**config.mk**
```make
export PLATFORM = sky130hd
export DESIGN_NAME = alu_z_stage_flat
export DESIGN_NICKNAME = d
export VERILOG_FILES = /design/src/rtl/alu_z_stage_if.sv /design/src/rtl/alu_z_stage.sv /design/src/flat_wrapper.sv
export SDC_FILE = /design/constraint.sdc
export NUM_CORES = 1
export LEC_CHECK = 0
export BUFFER_PORTS_ARGS = -buffer_cell sky130_fd_sc_hd__buf_2
export CELL_PAD_IN_SITES_DETAIL_PLACEMENT = 0
export CELL_PAD_IN_SITES_GLOBAL_PLACEMENT = 2
export CORE_ASPECT_RATIO = 0.7
export CORE_MARGIN = 8
export CORE_UTILIZATION = 24
export DETAILED_ROUTE_END_ITERATION = 8
export PLACE_DENSITY_LB_ADDON = 0.25
export SLEW_MARGIN = 20
export SYNTH_ARGS = -nofsm -noshare
export SYNTH_HDL_FRONTEND = slang
export SYNTH_SLANG_ARGS = --single-unit
```
**constraint.sdc**
```tcl
create_clock -name clk -period 2.2 [get_ports clk]
set_input_delay 0.11 -clock clk [delete_from_list [all_inputs] [get_ports clk]]
set_output_delay 0.11 -clock clk [all_outputs]
set_load 0.02 [all_outputs]
```
**src/rtl/alu_z_stage_if.sv**
```systemverilog
// Handshake bundle between the ALU, the Z result stage and the result bus.
// The stage is the slave; the ALU/bus environment drives the master side.
interface alu_z_stage_if #(
    parameter int WORD_SIZE = 32
);
    logic                 in_valid;
    logic                 in_ready;
    logic [WORD_SIZE-1:0] in_lo;
    logic [WORD_SIZE-1:0] in_hi;
    logic                 in_wide;
    logic                 in_carry;
    logic                 out_valid;
    logic                 out_ready;
    logic [WORD_SIZE-1:0] out_data;
    logic                 out_sel;
    logic                 out_last;

    modport master (
        output in_valid, in_lo, in_hi, in_wide, in_carry, out_ready,
        input  in_ready, out_valid, out_data, out_sel, out_last
    );

    modport slave (
        input  in_valid, in_lo, in_hi, in_wide, in_carry, out_ready,
        output in_ready, out_valid, out_data, out_sel, out_last
    );
endinterface

```
**src/rtl/alu_z_stage.sv**
```systemverilog
// Z result stage: latches an ALU result and drains it as ZLO then ZHI beats.
// Define ALU_Z_FLAGS_EN to add registered zero_flag/neg_flag outputs.
module alu_z_stage #(
    parameter int WORD_SIZE = 32
) (
    input  logic                 clk,
    input  logic                 rst_n,
    alu_z_stage_if.slave         bus,
    output logic [WORD_SIZE-1:0] z_lo,
    output logic [WORD_SIZE-1:0] z_hi,
    output logic                 carry_flag,
`ifdef ALU_Z_FLAGS_EN
    output logic                 zero_flag,
    output logic                 neg_flag,
`endif
    output logic                 busy
);
    typedef enum logic [1:0] {
        IDLE = 2'd0,
        LO   = 2'd1,
        HI   = 2'd2
    } state_t;

    state_t state;
    state_t nxt;
    logic   wide;
    logic   accept;
    logic   fin;

    assign bus.out_valid = (state != IDLE);
    assign bus.out_sel   = (state == HI);
    assign bus.out_last  = (state == HI) | ((state == LO) & ~wide);
    assign bus.out_data  = (state == LO) ? z_lo :
                           (state == HI) ? z_hi : '0;
    assign busy          = (state != IDLE);

    // Final-beat handshake frees the register pair in the same edge.
    assign fin          = bus.out_valid & bus.out_last & bus.out_ready;
    assign bus.in_ready = (state == IDLE) | fin;
    assign accept       = bus.in_valid & bus.in_ready;

    always_comb begin
        nxt = state;
        unique case (state)
            IDLE: if (accept) nxt = LO;
            LO: begin
                if (bus.out_ready) begin
                    if (wide)        nxt = HI;
                    else if (accept) nxt = LO;
                    else             nxt = IDLE;
                end
            end
            HI: begin
                if (bus.out_ready) nxt = accept ? LO : IDLE;
            end
            default: nxt = IDLE;
        endcase
    end

    always_ff @(posedge clk) begin
        if (!rst_n) begin
            state      <= IDLE;
            z_lo       <= '0;
            z_hi       <= '0;
            wide       <= 1'b0;
            carry_flag <= 1'b0;
        end else begin
            state <= nxt;
            if (accept) begin
                z_lo       <= bus.in_lo;
                z_hi       <= bus.in_wide ? bus.in_hi : '0;
                wide       <= bus.in_wide;
                carry_flag <= bus.in_carry;
            end
        end
    end

`ifdef ALU_Z_FLAGS_EN
    logic zero_d;
    logic neg_d;

    assign zero_d = (bus.in_lo == '0) & (~bus.in_wide | (bus.in_hi == '0));
    assign neg_d  = bus.in_wide ? bus.in_hi[WORD_SIZE-1]
                                : bus.in_lo[WORD_SIZE-1];

    always_ff @(posedge clk) begin
        if (!rst_n) begin
            zero_flag <= 1'b0;
            neg_flag  <= 1'b0;
        end else if (accept) begin
            zero_flag <= zero_d;
            neg_flag  <= neg_d;
        end
    end
`endif
endmodule

```
**src/flat_wrapper.sv**
```systemverilog
// flat-port wrapper written by rule: the top's interface ports become plain ports
module alu_z_stage_flat 
#(
    parameter int WORD_SIZE = 32
)
  (clk, rst_n, z_lo, z_hi, carry_flag, busy, bus_in_valid, bus_in_lo, bus_in_hi, bus_in_wide, bus_in_carry, bus_out_ready, bus_in_ready, bus_out_valid, bus_out_data, bus_out_sel, bus_out_last);
  alu_z_stage_if #(.WORD_SIZE(WORD_SIZE)) bus_i ();
  input  logic clk;
  input  logic rst_n;
  output logic [WORD_SIZE-1:0] z_lo;
  output logic [WORD_SIZE-1:0] z_hi;
  output logic carry_flag;
  output logic busy;
  input wire logic [$bits(bus_i.in_valid)-1:0] bus_in_valid;
  input wire logic [$bits(bus_i.in_lo)-1:0] bus_in_lo;
  input wire logic [$bits(bus_i.in_hi)-1:0] bus_in_hi;
  input wire logic [$bits(bus_i.in_wide)-1:0] bus_in_wide;
  input wire logic [$bits(bus_i.in_carry)-1:0] bus_in_carry;
  input wire logic [$bits(bus_i.out_ready)-1:0] bus_out_ready;
  output wire logic [$bits(bus_i.in_ready)-1:0] bus_in_ready;
  output wire logic [$bits(bus_i.out_valid)-1:0] bus_out_valid;
  output wire logic [$bits(bus_i.out_data)-1:0] bus_out_data;
  output wire logic [$bits(bus_i.out_sel)-1:0] bus_out_sel;
  output wire logic [$bits(bus_i.out_last)-1:0] bus_out_last;
  assign bus_i.in_valid = bus_in_valid;
  assign bus_i.in_lo = bus_in_lo;
  assign bus_i.in_hi = bus_in_hi;
  assign bus_i.in_wide = bus_in_wide;
  assign bus_i.in_carry = bus_in_carry;
  assign bus_i.out_ready = bus_out_ready;
  assign bus_in_ready = bus_i.in_ready;
  assign bus_out_valid = bus_i.out_valid;
  assign bus_out_data = bus_i.out_data;
  assign bus_out_sel = bus_i.out_sel;
  assign bus_out_last = bus_i.out_last;
  alu_z_stage #(.WORD_SIZE(WORD_SIZE)) u_core (.clk(clk), .rst_n(rst_n), .bus(bus_i), .z_lo(z_lo), .z_hi(z_hi), .carry_flag(carry_flag), .busy(busy));
endmodule
```
==> results_dict.tcl <==
set metrics [dict create \
    r2r_start "u_core.state[1]$_SDFFE_PN0P_" \
    synth_area_leader_cell "dfxtp_1" \
    fin_crit_ns 1.916 \
    grt_pass1_vias 3136 \
    postCtsResizedCells 0 \
    cp-start-kind "register" \
    cp.required_ns 2.09 \
    max-vdd-ir-drop_uv 339.2 \
    ys_seq_area_share_pct 43.68 \
    cts_root_buf "clkbuf_16" \
    synth_nets 418 \
    clk_path_buf_depth 2 \
    ys_top_cells_by_area "dfxtp_1 44%, mux2i_1 21%, nand2_1 12%, a22o_1 9.0%, nand3_1 5.3%" \
    relSlewSlack_pct 55.04 \
    critPathArrivalTime_ns 1.81 \
    critPathKind "register to output pin" \
    cp_max_fo 13 \
    report.final.slew_viol_count 0 \
    vias 2970 \
    synth_top_area_share_pct 43.68 \
    gp_congestion 0.7086 \
    ioPinCount 172 \
    synthCells 348 \
    ant_nets 0 \
    netlist_area_um2 3117 \
    syn_to_final_growth_pct 39.34 \
    wire_per_inst_um 15.92 \
    leakagePower_nw 2.229 \
    fp-row-count 34 \
    cp_cell_sequence "nand2b_1, inv_1, buf_4, a22o_1, buf_2" \
    critPathSlowestCell "inv_1" \
    layout.cells.non_filler 668 \
    cts.reportedPaths.clkPinSlew_ns 0.05 \
    fin_setup_tns_ns 0 \
    setup_violations 0 \
    clock_skew_ns 0.005222 \
    via_per_inst 4.446 \
    fmaxAchievable_ghz 0.5219 \
    numPortBuffers 171 \
    avgSynthCellArea_um2 8.956 \
    antenna_found_initial 0 \
    clock_latency_ns 0.32 \
    start_util_pct 24.84 \
    maxCapViolations 0 \
    synth_seq_cells 68 \
    grt_remaining_overflow 0 \
    n_fill_cell 1323 \
    die_area_um2 16950 \
    synth_cell_types 20 \
    cp-startpoint "u_core.state[0]$_SDFFE_PN0P_" \
    core-area_um2 12550 \
    drcViolationCount 0 \
    first_pass_iters 4 \
    r2r-end "u_core.z_lo[20]$_SDFFE_PN0N_" \
    clkSinkCount 68 \
    drt_wl_total_um 10640 \
    postCtsHoldBufs 0 \
    status "complete, no violations" \
    yosys_warnings 0 \
    finalCritPeriodShare_pct 87.10 \
    cp_slowest_stage_delay_ns 0.35 \
    hold_path.class "input port to register" \
    rsz0062_at_grt "no" \
    hold_viol_final 0 \
    cp-end-kind "output pin" \
    power_density_nw_per_um2 735.0 \
    r2r_cells 4 \
    htreeDepth 3 \
    nNetsFinal 573 \
    grt_first_pass_wirelength_um 17130 \
    die_h_um 111.3 \
    cts_tree "yes" \
    regToRegSetupSlack_ns 0.48 \
    endpoint "bus_out_data[15]" \
    drt_iter0_drc 109 \
    cts_setup_buffers 0 \
    placedCellCount 654 \
    die_w_um 152.2 \
    n_antenna_cell 0 \
    grt_use_total_pct 12.39 \
    drive_gt1_share_pct 38.34 \
    dp_hpwl_um 7622 \
    grt_max_degree 135 \
    fin_util_pct 34.61 \
    worst_pin_slew_ns 0.6744 \
    numCtsBuffers 9 \
]
## cell usage after synthesis
master / n
buf_6: 4
nand3_1: 33
inv_1: 2
nand2b_1: 3
and2_1: 1
buf_4: 4
o21ai_0: 1
nor2b_1: 1
a22o_1: 32
nand2_1: 101
clkbuf_1: 24
a31oi_4: 1
dfxtp_1: 68
o22ai_1: 1
or3b_1: 1
nor2_1: 1
or2_2: 1
mux2i_1: 66
o21a_1: 1
buf_1: 2
## worst max-delay path, delay by kind of cell (launching register included)
| kind | cells | cell delay [ns] |
|---|---|---|
| simple gates | 1 | 0.17 |
| buf+inv | 3 | 0.80 |
| flops | 1 | 0.33 |
| compound gates | 1 | 0.17 |
## layout by cell type (no fill, tap or decap), drive strengths merged
cell type / netlist / layout
nand2: 101 / 101
o22ai: 1 / 1
nand2b: 3 / 3
clkinv: 0 / 3
a31oi: 1 / 1
buf: 10 / 178
and2: 1 / 1
nor2b: 1 / 1
or3b: 1 / 1
inv: 2 / 2
a22o: 32 / 32
nor2: 1 / 1
clkbuf: 24 / 11
o21ai: 1 / 1
mux2i: 66 / 66
dfxtp: 68 / 68
or2: 1 / 1
o21a: 1 / 1
nand3: 33 / 33
## worst min-delay path by stage
| stage | startpoint | cells after the start | to |
|---|---|---|---|
| after floorplan | bus_in_carry | 2 | u_core.carry_flag$_SDFFE_PN0N_ |
| after global placement | bus_in_lo[15] | 3 | u_core.z_lo[15]$_SDFFE_PN0N_ |
| after detailed placement | bus_in_lo[27] | 3 | u_core.z_lo[27]$_SDFFE_PN0N_ |
| after CTS | bus_in_lo[15] | 3 | u_core.z_lo[15]$_SDFFE_PN0N_ |
| after global routing | bus_in_lo[5] | 3 | u_core.z_lo[5]$_SDFFE_PN0N_ |
| final | bus_in_lo[15] | 3 | u_core.z_lo[15]$_SDFFE_PN0N_ |
## stage by stage
stage / total power [mW] / hold slack [ns] / setup WS, ns / area [um^2]
6_report: 3.192 / 0.02605 / 0.2839 / 4343
5_1_grt: 3.361 / 0.01570 / 0.1323 / 4343
4_1_cts: 3.260 / 0.01010 / 0.2456 / 4343
3_5_place_dp: 1.945 / 0.3617 / 0.4881 / 4085
3_3_place_gp: 1.938 / 0.3567 / 0.5563 / 4085
2_1_floorplan: 1.734 / 0.2522 / 0.6557 / 3117
## per-layer routing
| layer | wire, um | track usage [%] |
|---|---|---|
| met4 | 78 | 3.384 |
| met2 | 4529 | 18.87 |
| met3 | 854 | 5.330 |
| met5 | 0 | 0 |
| met1 | 5175 | 15.73 |
## cell type report
| class | count | area (um^2) | share of cell area, % |
|---|---|---|---|
| multi-input combinational | 244 | 1578 | 36.33 |
| sequential | 68 | 1361 | 31.35 |
| timing repair buffer | 178 | 935.9 | 21.55 |
| clock buffer | 11 | 242.7 | 5.589 |
| tap | 162 | 202.7 | 4.667 |
| clock inverter | 3 | 15.01 | 0.3457 |
| inverter | 2 | 7.507 | 0.1729 |
## sequential cells by signal, summed over array words and instances, names as in the netlist
signal,count
u_core.z_lo,32
u_core.wide,1
u_core.carry_flag,1
u_core.state,2
u_core.z_hi,32
## power breakdown
group	switching [mW]	total, mW	internal (mW)
sequential	0.0577	1.36	1.31
clock	0.507	1.28	0.774
combinational	0.332	0.547	0.215
## logic make-up (layout without fill, tap and decap cells)
logic type	Yosys count	in the layout	synth area share, %
simple gates	142	142	19.07
flops	68	68	43.68
mux	66	66	21.20
compound gates	36	36	10.28
buf+inv	36	194	5.781
Note: power is estimated with default switching activity, not from simulation.
